**src/rtl/panel_pkg.sv**
```systemverilog
// -----------------------------------------------------------------------------
// panel_pkg
// Shared constants and types for the 7-column LED dot-matrix scan logic.
//   SEL_BLANK  : mux select code that picks no input (all rows dark)
//   NUM_COLS   : number of panel columns
//   LAST_COL   : highest column index
//   scan_state_t : column-scan sequencer states
//   next_col() : column index after c, wrapping back to 0 after the last column
// -----------------------------------------------------------------------------
package panel_pkg;

  localparam logic [2:0] SEL_BLANK = 3'd7;
  localparam int         NUM_COLS  = 7;
  localparam logic [2:0] LAST_COL  = 3'(NUM_COLS - 1);

  typedef enum logic [1:0] {
    IDLE  = 2'd0,
    SHOW  = 2'd1,
    BLANK = 2'd2
  } scan_state_t;

  function automatic logic [2:0] next_col(input logic [2:0] c);
    return (c == LAST_COL) ? 3'd0 : c + 3'd1;
  endfunction

endpackage

```
**src/rtl/panel_dwell_timer.sv**
```systemverilog
// -----------------------------------------------------------------------------
// panel_dwell_timer
// Loadable down-counter that times column dwell and blanking intervals.
// Loading N keeps the current phase alive for N+1 cycles; done is high on the
// final cycle of the interval.
//   clk         in   system clock
//   rst_n       in   synchronous active-low reset
//   clr         in   force the count to zero
//   load        in   load load_val on this edge (overrides counting)
//   load_val    in   W-bit reload value (interval length minus one)
//   done        out  count is zero: this is the last cycle of the interval
//   expire_next out  count will be zero after this edge (lookahead of done)
// -----------------------------------------------------------------------------
module panel_dwell_timer #(
  parameter int W = 4
) (
  input  logic         clk,
  input  logic         rst_n,
  input  logic         clr,
  input  logic         load,
  input  logic [W-1:0] load_val,
  output logic         done,
  output logic         expire_next
);

  logic [W-1:0] count;

  // NOTE: synchronous reset -- rst_n is only looked at inside the clocked
  // block, so it never appears in the sensitivity list.
  always_ff @(posedge clk) begin
    if (!rst_n || clr) begin
      count <= '0;
    end else if (load) begin
      count <= load_val;
    end else if (count != '0) begin
      count <= count - 1'b1;
    end
  end

  assign done        = (count == '0);
  // Lets the owner register flags that must line up with the final cycle.
  assign expire_next = load ? (load_val == '0) : (count <= W'(1));

endmodule

```
**src/rtl/panel_scan_ctrl.sv**
```systemverilog
// -----------------------------------------------------------------------------
// panel_scan_ctrl
// Column-scan sequencer for the 7-column LED dot-matrix panel. Steps the
// per-row 7:1 column mux select through codes 0..6, holding each for
// DWELL_CYCLES and inserting BLANK_CYCLES of code 7 between columns to
// suppress ghosting. Pulses frame_done once per frame and advances the
// message scroll offset every FRAMES_PER_STEP frames.
//   clk        in   system clock
//   rst_n      in   synchronous active-low reset
//   en         in   scan enable; dropping it returns to idle immediately
//   scroll_en  in   allow scroll_pos to advance (freezes frame counter when 0)
//   sel        out  mux select code {sel1, sel2, sel3}; 7 = blank
//   col_idx    out  column being shown (held during the blank that follows)
//   blank      out  high while sel = 7
//   frame_done out  one-cycle pulse on the last cycle of each frame
//   scroll_pos out  scroll offset, 0..MSG_LEN-1
// -----------------------------------------------------------------------------
module panel_scan_ctrl
  import panel_pkg::*;
#(
  parameter  int DWELL_CYCLES    = 1000,
  parameter  int BLANK_CYCLES    = 10,
  parameter  int FRAMES_PER_STEP = 30,
  parameter  int MSG_LEN         = 32,
  localparam int SP_W            = $clog2(MSG_LEN)
) (
  input  logic            clk,
  input  logic            rst_n,
  input  logic            en,
  input  logic            scroll_en,
  output logic [2:0]      sel,
  output logic [2:0]      col_idx,
  output logic            blank,
  output logic            frame_done,
  output logic [SP_W-1:0] scroll_pos
);

  localparam int TMAX = (DWELL_CYCLES > BLANK_CYCLES) ? DWELL_CYCLES : BLANK_CYCLES;
  localparam int TW   = (TMAX > 1) ? $clog2(TMAX) : 1;
  localparam int FC_W = (FRAMES_PER_STEP > 1) ? $clog2(FRAMES_PER_STEP) : 1;

  localparam logic [TW-1:0] DWELL_LOAD = TW'(DWELL_CYCLES - 1);
  localparam logic [TW-1:0] BLANK_LOAD = (BLANK_CYCLES > 0) ? TW'(BLANK_CYCLES - 1) : '0;

  scan_state_t     state, nxt_state;
  logic [2:0]      nxt_col;
  logic            t_clr, t_load, t_done, t_expire_next;
  logic [TW-1:0]   t_load_val;
  logic            fd_next;
  logic [FC_W-1:0] frame_cnt;

  panel_dwell_timer #(.W(TW)) u_timer (
    .clk         (clk),
    .rst_n       (rst_n),
    .clr         (t_clr),
    .load        (t_load),
    .load_val    (t_load_val),
    .done        (t_done),
    .expire_next (t_expire_next)
  );

  // NOTE: every signal assigned here gets a default first, so no path can
  // leave one unassigned and infer a latch.
  always_comb begin
    nxt_state  = state;
    nxt_col    = col_idx;
    t_clr      = 1'b0;
    t_load     = 1'b0;
    t_load_val = DWELL_LOAD;

    if (!en) begin
      nxt_state = IDLE;
      nxt_col   = 3'd0;
      t_clr     = 1'b1;
    end else begin
      unique case (state)
        IDLE: begin
          nxt_state = SHOW;
          nxt_col   = 3'd0;
          t_load    = 1'b1;
        end
        SHOW: begin
          if (t_done) begin
            t_load = 1'b1;
            if (BLANK_CYCLES > 0) begin
              nxt_state  = BLANK;
              t_load_val = BLANK_LOAD;
            end else begin
              nxt_col = next_col(col_idx);
            end
          end
        end
        BLANK: begin
          if (t_done) begin
            nxt_state = SHOW;
            nxt_col   = next_col(col_idx);
            t_load    = 1'b1;
          end
        end
        default: nxt_state = IDLE;
      endcase
    end
  end

  // The frame ends on the last cycle of column 6's blank, or of its dwell
  // when blanking is disabled; look one edge ahead so the pulse is registered.
  assign fd_next = !t_clr && t_expire_next && (nxt_col == LAST_COL) &&
                   ((BLANK_CYCLES > 0) ? (nxt_state == BLANK) : (nxt_state == SHOW));

  // NOTE: non-blocking assignments for all state so every register samples
  // the pre-edge values, independent of statement order.
  always_ff @(posedge clk) begin
    if (!rst_n) begin
      state      <= IDLE;
      col_idx    <= 3'd0;
      sel        <= SEL_BLANK;
      blank      <= 1'b1;
      frame_done <= 1'b0;
      frame_cnt  <= '0;
      scroll_pos <= '0;
    end else begin
      state      <= nxt_state;
      col_idx    <= nxt_col;
      sel        <= (nxt_state == SHOW) ? nxt_col : SEL_BLANK;
      blank      <= (nxt_state != SHOW);
      frame_done <= fd_next;
      if (fd_next && scroll_en) begin
        if (frame_cnt == FC_W'(FRAMES_PER_STEP - 1)) begin
          frame_cnt  <= '0;
          scroll_pos <= (scroll_pos == SP_W'(MSG_LEN - 1)) ? '0 : scroll_pos + 1'b1;
        end else begin
          frame_cnt <= frame_cnt + 1'b1;
        end
      end
    end
  end

endmodule

```
**config.mk**
```make
export PLATFORM = sky130hd
export DESIGN_NAME = panel_scan_ctrl
export DESIGN_NICKNAME = d
export VERILOG_FILES = /design/src/rtl/panel_pkg.sv /design/src/rtl/panel_dwell_timer.sv /design/src/rtl/panel_scan_ctrl.sv
export SDC_FILE = /design/constraint.sdc
export NUM_CORES = 1
export LEC_CHECK = 0
export BUFFER_PORTS_ARGS = -buffer_cell sky130_fd_sc_hd__buf_2
export CAP_MARGIN = 20
export CORE_MARGIN = 10
export CORE_UTILIZATION = 58
export DETAILED_ROUTE_END_ITERATION = 10
export PLACE_DENSITY_LB_ADDON = 0.05
export SYNTH_ARGS = -nofsm -noshare
export SYNTH_HDL_FRONTEND = slang
export SYNTH_SLANG_ARGS = --single-unit
```
**constraint.sdc**
```tcl
create_clock -name clk -period 2.8 [get_ports clk]
set_input_delay 0.56 -clock clk [delete_from_list [all_inputs] [get_ports clk]]
set_output_delay 0.56 -clock clk [all_outputs]
set_load 0.02 [all_outputs]
```
==> reports/results.ini <==
[status]
status=completed

[yosys]
yosys_warnings=0
syn_nets=224
ys_seq_area_share_pct=34.0
synth.area.top_cells=dfxtp_1 34%, ha_1 7.1%, nand2_1 5.1%, a21oi_1 3.7%, nor2_1 3.4%
async_flop_share_pct=0
synthCells=210
synth_top_area_share_pct=34.0
avgSynthCellArea_um2=8.40
ys_seq_elements=30
synth.largest_area_cell=dfxtp_1
synth_cell_types=54
yosysMostFrequentCell=dfxtp_1
synth-edff-count=0
synth-main-ff-cell=dfxtp_1
syn_area_mm2=0.00176
synthTopCellsByCount=30 x dfxtp_1, 24 x nand2_1, 16 x nor2_1

[critical_path]
worstSetupPathType=flip-flop to flip-flop
cp_top_family=simple AND/OR/NAND/NOR gates
worstPathArrival_ns=2.85
cpPeakStageDelay_ns=0.53
critPathSlowestCell=nor4_4
end_kind=flip-flop
worst-path-buf-inv=0
crit_required_ns=3.04
crit_chain=nor4_4 > and3_1 > o221ai_1 > or2_4 > or4_1 > o211a_1
critPathLaunchType=flip-flop
crit_fanout=14

[routing]
num_vias=1664
wire_per_inst_um=15.8
dr.pass1.iters=4
drt_iter0_drc=114
drtAntennaViolNets=0
vias_per_cell=6.38
routed_wl_mm=4.12
drcViolationCount=0

[place]
routabilityCongestion=0.909
dp_hpwl_mm=3.04
port_buffers=16
placed_cells=253

[floorplanning]
core_mm2=0.00283
dieArea_mm2=0.00565
chipWidth_um=75.2
ioPinCount=17
die_h_um=75.2
start_util_pct=62.4
fp-row-count=19

[timing]
rsz0062_at_grt=false
fin_crit_ns=2.62
finalSetupViolations=0
period_share_pct=93.5
finalHoldViolations=0
final.setup.tns_ns=0
fmax_mhz=382
slew-limit-headroom_pct=58.9
drv_slew=0
clock_skew_ns=0.00517
worstMarginPinSlew_ns=0.612

[clock_network]
cts-root-buf=clkbuf_4
cts_buffer_depth=2
cts_setup_buffers=0
cts_resized=0
ctsHoldBuffers=0
numClockSinks=30
cts_tree=built
htreeDepth=2
clock_latency_ns=0.33
clkTransAtPathRegs_ns=0.10
numCtsBuffers=5

[global_route]
grt_pass1_vias=1533
antenna_found_initial=0
grt_usage_pct=15.2
grt_max_degree=16
grt-ovfl-total=0
grt_pass1_wl_mm=6.83

[final_layout]
final_nets=243
insertedDiodeCount=0
areaGrowthSynthToFinish_pct=9.72
stdcell_count=261
utilization_pct=68.4
fillers=233
layout-drive-gt1-share_pct=14.8

[flow_run]
cap_violations=0

[pwr]
leakage_nw=0.772
powerDensity_mw_per_mm2=524
ir_worst_vdd_mv=0.343

[hold_path]
holdCritPathClass=flip-flop to flip-flop

-- sequential cells by signal, indices dropped and copies added, names as in the netlist --
register / flops
blank: 1
col_idx: 3
frame_done: 1
state: 2
scroll_pos: 5
frame_cnt: 5
sel: 3
u_timer.count: 10
-- worst paths after layout --
check,startpoint,endpoint,slack [ns],cells past startpoint
min reg2reg,scroll_pos[4],scroll_pos[4],0.50,2
max,u_timer.count[6],frame_cnt[4],0.18,6
max reg2reg,u_timer.count[6],frame_cnt[4],0.18,6
min,scroll_pos[4],scroll_pos[4],0.50,2
-- cells in the final DEF (no fill, tap or decap), drive strengths merged, types with 6 or more instances in the layout --
master,synthesis,final
dfxtp,30,30
ha,10,10
a21oi,13,13
o21ai,8,8
nor2b,9,9
nand4,7,7
buf,5,20
nor2,16,16
nand2,24,24
clkbuf,3,6
inv,8,8
-- layer usage --
metal / vias to the layer above / global-route usage [%] / wire length (µm)
met1: 769 / 19.1 / 1890
li1: 827 / - / -
met3: 8 / 4.20 / 333
met5: - / 0 / 0
met2: 60 / 23.5 / 1840
met4: 0 / 7.22 / 53
-- through the flow --
| stage | worst slack (ns) | cell area, µm² | hold WS (ns) | total power [W] |
|---|---|---|---|---|
| after floorplan | 0.494 | 1760 | 0.463 | 0.000691 |
| after global placement | 0.292 | 1870 | 0.483 | 0.000733 |
| after detailed placement | 0.229 | 1870 | 0.483 | 0.000742 |
| after CTS | 0.218 | 1940 | 0.498 | 0.00101 |
| after global routing | 0.0352 | 1940 | 0.511 | 0.00108 |
| final | 0.183 | 1940 | 0.499 | 0.00101 |
-- power breakdown --
part	total [W]	internal, W	switching [W]
logic	0.000266	0.000104	0.000162
clock network	0.000277	0.000121	0.000156
registers	0.000470	0.000449	0.0000213
-- cells by family (layout without fill, tap and decap cells) --
| family | count (synthesis) | in the layout | share of synthesized area (%) |
|---|---|---|---|
| simple gates | 90 | 90 | 28.7 |
| compound gates | 56 | 56 | 21.8 |
| flops | 30 | 30 | 34.0 |
| buf+inv | 16 | 36 | 4.04 |
| fa+ha+maj | 10 | 10 | 7.09 |
| xor+xnor | 5 | 5 | 2.48 |
| mux | 3 | 3 | 1.91 |
-- cell type report --
type | count | area, µm² | share of cell area (%)
inverter | 8 | 30.0 | 1.55
multi-input combinational | 164 | 1090 | 56.4
timing repair buffer | 20 | 110 | 5.69
sequential | 30 | 601 | 31.0
clock buffer | 6 | 51.3 | 2.65
clock inverter | 2 | 12.5 | 0.646
tap | 31 | 38.8 | 2.00
-- worst register-to-register path: stages, from the launching register on --
cell and delay [ns]:
dfxtp_1 0.38, nor4_4 0.53, and3_1 0.38, o221ai_1 0.22
or2_4 0.35, or4_1 0.53, o211a_1 0.13
(Power assumes the default switching activity.)
